===== src/rtl/mac_accumulator.sv =====
// Sums a programmed number of valid products into one dot-product result per vector; optional MAC_SAT_EN clamps on carry-out.
// Latency: result visible the cycle after the last accepted product (zero-length vectors one cycle after start).
// Backpressure: the result is held in DONE until out_ready; the product stream is never stalled.
module mac_accumulator #(
  parameter int PROD_W = 32,
  parameter int ACC_W  = 40,
  parameter int LEN_W  = 8
) (
  input  logic              clk,
  input  logic              rst,
  input  logic              start,
  input  logic [LEN_W-1:0]  vec_len,
  input  logic              prod_valid,
  input  logic [PROD_W-1:0] prod,
  output logic              busy,
  output logic              out_valid,
  input  logic              out_ready,
  output logic [ACC_W-1:0]  acc_out,
  output logic              ovf
);

  typedef enum logic [1:0] {
    IDLE  = 2'd0,
    ACCUM = 2'd1,
    DONE  = 2'd2
  } state_t;

  localparam logic [LEN_W-1:0] LEN_ONE = {{(LEN_W-1){1'b0}}, 1'b1};

  state_t             state, state_nxt;
  logic [ACC_W-1:0]   acc, acc_nxt;
  logic               ovf_q, ovf_nxt;
  logic [LEN_W-1:0]   cnt, cnt_nxt;
  logic [LEN_W-1:0]   len, len_nxt;
  logic               out_valid_q;
  logic               busy_q;
  logic [ACC_W:0]     sum;
  logic               carry;
  logic [ACC_W-1:0]   acc_add;

  assign sum   = {1'b0, acc} + {{(ACC_W+1-PROD_W){1'b0}}, prod};
  assign carry = sum[ACC_W];

`ifdef MAC_SAT_EN
  // Once the vector has overflowed, the clamp holds for the rest of it.
  assign acc_add = (carry || ovf_q) ? {ACC_W{1'b1}} : sum[ACC_W-1:0];
`else
  assign acc_add = sum[ACC_W-1:0];
`endif

  always_comb begin
    state_nxt = state;
    acc_nxt   = acc;
    ovf_nxt   = ovf_q;
    cnt_nxt   = cnt;
    len_nxt   = len;
    case (state)
      IDLE: begin
        if (start) begin
          acc_nxt   = '0;
          ovf_nxt   = 1'b0;
          cnt_nxt   = '0;
          len_nxt   = vec_len;
          state_nxt = (vec_len == '0) ? DONE : ACCUM;
        end
      end
      ACCUM: begin
        if (prod_valid) begin
          acc_nxt = acc_add;
          ovf_nxt = ovf_q | carry;
          cnt_nxt = cnt + LEN_ONE;
          if (cnt == (len - LEN_ONE)) begin
            state_nxt = DONE;
          end
        end
      end
      DONE: begin
        if (out_ready) begin
          state_nxt = IDLE;
        end
      end
      default: begin
        state_nxt = IDLE;
      end
    endcase
  end

  always_ff @(posedge clk) begin
    if (rst) begin
      state       <= IDLE;
      acc         <= '0;
      ovf_q       <= 1'b0;
      cnt         <= '0;
      len         <= '0;
      out_valid_q <= 1'b0;
      busy_q      <= 1'b0;
    end else begin
      state       <= state_nxt;
      acc         <= acc_nxt;
      ovf_q       <= ovf_nxt;
      cnt         <= cnt_nxt;
      len         <= len_nxt;
      out_valid_q <= (state_nxt == DONE);
      busy_q      <= (state_nxt != IDLE);
    end
  end

  assign acc_out   = acc;
  assign ovf       = ovf_q;
  assign out_valid = out_valid_q;
  assign busy      = busy_q;

endmodule


===== config.mk =====
export PLATFORM = sky130hd
export DESIGN_NAME = mac_accumulator
export DESIGN_NICKNAME = d
export VERILOG_FILES = /design/src/rtl/mac_accumulator.sv
export SDC_FILE = /design/constraint.sdc
export NUM_CORES = 1
export LEC_CHECK = 0
export ABC_AREA = 0
export BUFFER_PORTS_ARGS = -buffer_cell sky130_fd_sc_hd__buf_2
export CAP_MARGIN = 15
export CORE_UTILIZATION = 47
export CTS_BUF_LIST = sky130_fd_sc_hd__clkbuf_2
export DETAILED_ROUTE_END_ITERATION = 7
export MAX_ROUTING_LAYER = met4
export PLACE_DENSITY = 0.77
export SYNTH_ARGS = -nofsm -noshare
export SYNTH_HDL_FRONTEND = slang
export SYNTH_SLANG_ARGS = --single-unit

===== constraint.sdc =====
create_clock -name clk -period 5 [get_ports clk]
set_input_delay 1.5 -clock clk [delete_from_list [all_inputs] [get_ports clk]]
set_output_delay 1.5 -clock clk [all_outputs]
set_load 0.02 [all_outputs]

After elaboration in Yosys (flattened, before gate mapping)
Cells that the tools add are included.
{ "totals": {"wordCells": 38, "regBits": 61, "rom_bits": 0, "latchBits": 0, "mem_count": 0, "mem_bits_rw": 0, "input_bits": 45} }
{ "op_classes": {"add_sub_neg": 3, "multipliers": 0, "reduce_logical": 6, "mux": 15, "magnitude_cmp": 0, "n_eq_ne": 6, "n_shift": 0, "bitwise": 1, "div": 0} }
{ "op_table": {"columns": ["cell", "count"], "rows": [
  ["40-bit 2-to-1 mux", 2],
  ["40-bit case mux with 2 select lines", 1],
  ["40-bit by 32-bit adder with 41-bit output", 1],
  ["8-bit 2-to-1 mux", 2],
  ["8-bit case mux with 2 select lines", 1],
  ["2-bit 2-to-1 mux", 5],
  ["8-bit by 1-bit adder with 8-bit output (second input constant)", 1],
  ["8-bit equality test", 1],
  ["8-bit logical NOT", 1],
  ["8-bit by 1-bit subtractor with 8-bit output (second input constant)", 1],
  ["2-bit case mux with 3 select lines", 1],
  ["2-bit equality test (second input constant)", 2],
  ["2-bit inequality test (second input constant)", 2],
  ["2-bit nonzero test", 2],
  ["3-bit AND reduction", 1],
  ["2-bit by 1-bit equality test with 1-bit output (second input constant)", 1],
  ["2-bit logical NOT", 1],
  ["1-bit 2-to-1 mux", 2],
  ["1-bit case mux with 2 select lines", 1],
  ["2-bit AND reduction", 1],
  ["1-bit OR", 1]
]} }

Longest topological paths before layout
{ "logic_depth": {"ltp_word": 6, "mapped_depth": 12, "mapped_depth_nobuf": 12} }

Least setup slack after synthesis
OpenSTA, ideal clock, no wires.
{ "synth_timing": {"path_type": "input-to-reg", "start": "input prod[0]", "end": "register acc[38], in the netlist acc_out[38]", "setup_time_ps": 128, "required_ps": 4872, "setup_slack_ps": 1098, "path_stages": 12, "n_path_buf": 0, "arrival_ps": 3774, "path_cell_list": "ha_1 > inv_1 > fa_1 > and2b_1 > nor3_1 > o21a_2 > o311ai_4 > a21oi_2 > or3_4 > a211oi_2 > xnor2_1 > nor2_1"} }
{ "synth_between": {"elab_chain_len": 3} }
{ "synth_lines": {"columns": ["element", "line", "rtl"], "rows": [
  ["from (decl)", "14", "input logic [PROD_W-1:0] prod,"],
  ["40-bit by 32-bit adder with 41-bit output", "41", "assign sum = {1'b0, acc} + {{(ACC_W+1-PROD_W){1'b0}}, prod};"],
  ["40-bit 2-to-1 mux", "68", "if (prod_valid) begin"],
  ["40-bit case mux with 2 select lines", "57", "case (state)"],
  ["to (signal assigned)", "99", "acc <= acc_nxt;"],
  ["to (decl)", "31", "logic [ACC_W-1:0] acc, acc_nxt;"]
]} }
No other way between the ends. The select of a mux whose other input is x is not followed.
A chain may end at the register's enable or synchronous reset.

Worst setup path in the final report
Ends and elaborated chain as after synthesis.

==> impl_metrics.py <==
metrics = {
    "status": {
        "status": "completed",
    },
    "place": {
        "detailedPlacementHpwl_microns": 7550,
        "gp_routability_congestion": 0.897,
        "detailed_place.area_sq_um": 4580,
        "portBuffers": 87,
        "preCtsSetupSlack_ps": 815,
        "post-place-cells": 688,
    },
    "yosys": {
        "netlist.area_leader.share": 0.299,
        "netlist-cell-type-count": 54,
        "yosysMostFrequentCell": "sky130_fd_sc_hd__nand2_1",
        "synth_warnings": 0,
        "nets_in_the_synthesized_netlist": 596,
        "syn_area_per_cell_sq_um": 7.91,
        "synth_top_cells_by_count": "67 x sky130_fd_sc_hd__nand2_1, 61 x sky130_fd_sc_hd__dfxtp_1, 56 x sky130_fd_sc_hd__nor2_1",
        "leading_area_contributor_after_synthesis": "sky130_fd_sc_hd__dfxtp_1",
        "asyncSetResetFlopFracSynth": 0,
        "synth-edff-count": 0,
        "gate_count_after_technology_mapping": 516,
        "synth.cell_area_sq_um": 4080,
        "synth_top_cells_by_area": "sky130_fd_sc_hd__dfxtp_1 30%, sky130_fd_sc_hd__ha_1 10%, sky130_fd_sc_hd__a21oi_1 6.4%",
        "ys_seq_elements": 61,
        "synth_flop_cell": "sky130_fd_sc_hd__dfxtp_1",
        "synth_seq_area_share": 0.299,
    },
    "floorplan": {
        "floorplan.initialDensity": 0.492,
        "core-area_sq_um": 8300,
        "floorplan.rows": 33,
        "floorplan.die.height_microns": 95.2,
        "pin_count": 88,
        "die_area_sq_um": 9060,
        "floorplan.die.width_microns": 95.2,
    },
    "sta": {
        "tightest_slew_ps": 850,
        "timing.fmax_mhz": 275,
        "maxSlewHeadroom": 0.431,
        "setup_viol": 0,
        "rsz_0062_raised_after_global_routing": "no",
        "final_tns_setup_ps": 0,
        "post-route-min-period_ps": 3640,
        "post-route-worst-setup-slack_ps": 1360,
        "finalHoldViolations": 0,
        "final.period_utilization": 0.728,
        "clock-skew-final_ps": 19.3,
        "finalMaxSlewViolations": 0,
    },
    "critical_path": {
        "critical_path.top_delay_family": "compound AO/OA/AOI/OAI gates",
        "critical-path-max-stage-delay_ps": 420,
        "cpMaxStageDelayCell": "sky130_fd_sc_hd__or3_4",
        "worst-path-buf-inv": 2,
        "worstSetupPathType": "input pin to register",
        "crit_fanout": 4,
        "reg2reg_setup_slack_ps": 2030,
        "cp_cell_sequence": "buf_2 > ha_1 > inv_1 > fa_1 > and2b_1 > nor3_1 > o21a_2 > o311ai_4 > a21oi_2 > or3_4 > a211oi_2 > xnor2_1 > nor2_1",
        "arr_time_crit_path_ps": 4060,
        "start_kind": "input pin",
        "cp-end-kind": "register",
        "required_time_reported_for_the_critical_path_endpoint_ps": 5420,
    },
    "power": {
        "internal_power_mw": 0.682,
        "p_leak_nw": 2.20,
        "p_per_area_nw_per_um2": 230,
        "ir_drop_uv": 118,
        "final_total_power_mw": 1.08,
        "p_clk_frac": 0.243,
        "p_sw_mw": 0.394,
        "p_sw_frac": 0.366,
        "power.sequential.fraction": 0.486,
        "comb_power_share": 0.271,
    },
    "global_route": {
        "grt_start_max_net_pins": 31,
        "grt_overflow_total": 0,
        "grt_use_total": 0.236,
        "grt_first_pass_wirelength_microns": 16400,
        "number_of_antenna_violations_at_the_first_check_in_global_routing": 0,
        "via_count_of_the_first_global_routing_pass": 3642,
    },
    "finish": {
        "areaGrowthSynthToFinish_pct": 14.4,
        "layoutNonFillerInstCount": 704,
        "antenna_cells": 0,
        "design_area_sq_um": 4670,
        "final_nets": 674,
        "layout_cell_share_with_drive_strength_beyond_1": 0.189,
    },
    "route": {
        "detail-route-antenna-nets": 0,
        "drc_violation_total_after_the_first_tritonroute_iteration": 149,
        "first_pass_iters": 4,
        "detail_route.drc_violations": 0,
        "routed_wl_microns": 10000,
        "post_drt_wl_per_cell_microns": 14.2,
        "via_per_inst": 5.70,
        "detailroute.via_count": 4011,
    },
    "clock_tree": {
        "clk_pin_slew_ps": 190,
        "tritoncts.num_buffers": 9,
        "cts_root_buf": "sky130_fd_sc_hd__clkbuf_2",
        "cts_resized": 0,
        "cts.sinks": 61,
        "cts-htree-levels": 3,
        "insertion_delay_to_the_later_sink_of_the_worst_skew_pair_ps": 510,
        "clock_tree.buffer_depth": 2,
        "post_cts_buffers": 0,
        "cts_hold_repair.buffers": 0,
        "cts_tree": "built",
    },
    "worst_hold_path": {
        "holdCritPathClass": "register to register",
    },
    "run": {
        "max_cap_viol_count": 0,
    },
}
-- path summary, 6_finish.rpt --
path                     from     endpoint  depth (start not counted)
setup reg to reg   acc_out[0]  acc_out[38]                         12
hold reg to reg   acc_out[31]  acc_out[31]                          2
setup / recovery      prod[0]  acc_out[38]                         13
hold / removal    acc_out[31]  acc_out[31]                          2
-- worst register-to-register path: cells and delay by family, from the launching register on --
family / cells / cell delay, ps
xor gates and xnor gates: 1 / 150
buffers and inverters: 1 / 60
and+or+nand+nor: 4 / 750
adders and majority gates: 2 / 580
AOI/OAI and AO/OA: 4 / 960
DFF: 1 / 390
-- final cells by class --
cell class	instances	area, sq um
Fill cell	772	3630
Multi-Input combinational cell	420	2730
Sequential cell	61	1220
Timing Repair Buffer	89	450
Tap cell	105	131
Inverter	13	48.8
Clock buffer	9	45.0
Clock inverter	7	42.5
-- registers in the layout, indices dropped and copies added (netlist names) --
name	cells
out_valid	1
state	2
cnt	8
len	8
busy	1
ovf	1
acc_out	40
-- power by group through the flow --
| stage | Sequential, mW | Clock [mW] | Combinational [mW] |
|---|---|---|---|
| finish | 0.523 | 0.261 | 0.292 |
| global route | 0.526 | 0.290 | 0.325 |
| CTS | 0.523 | 0.269 | 0.291 |
| detailed placement | 0.533 | 0 | 0.289 |
| global placement | 0.532 | 0 | 0.283 |
| floorplan | 0.544 | 0 | 0.200 |
-- cells by family after synthesis --
logic type	after synthesis	share of synthesized area
buffers and inverters	35	0.0325
and+or+nand+nor	180	0.196
muxes	1	0.00245
adders and majority gates	35	0.109
DFF	61	0.299
AOI/OAI and AO/OA	153	0.251
xor gates and xnor gates	51	0.109
-- stage by stage --
stage | utilization | hold slack (ps)
finish | 0.563 | 489
global route | 0.563 | 521
global placement | 0.552 | 455
detailed placement | 0.552 | 466
CTS | 0.563 | 488
floorplan | - | 449
-- metal layers --
metal / GRT usage / vias up / wire (microns)
li1: - / 2022 / -
met1: 0.306 / 1856 / 4760
met5: - / - / 0
met2: 0.364 / 122 / 4570
met4: 0.0909 / 0 / 117
met3: 0.0399 / 11 / 562
-- cells in the final DEF (no fill, tap or decap), types with 6 or more instances in the layout --
master,n
sky130_fd_sc_hd__buf_2,87
sky130_fd_sc_hd__nand2_1,67
sky130_fd_sc_hd__dfxtp_1,61
sky130_fd_sc_hd__nor2_1,55
sky130_fd_sc_hd__a21oi_1,52
sky130_fd_sc_hd__ha_1,34
sky130_fd_sc_hd__xor2_1,29
sky130_fd_sc_hd__xnor2_1,22
sky130_fd_sc_hd__nand3_1,17
sky130_fd_sc_hd__a21o_1,14
sky130_fd_sc_hd__inv_1,13
sky130_fd_sc_hd__o21ai_0,12
sky130_fd_sc_hd__o21ai_1,11
sky130_fd_sc_hd__a22oi_1,10
sky130_fd_sc_hd__nand4_1,10
sky130_fd_sc_hd__clkbuf_2,9
sky130_fd_sc_hd__a22o_1,8
sky130_fd_sc_hd__a31oi_1,6
No activity file was read; power rests on OpenSTA's default activity.
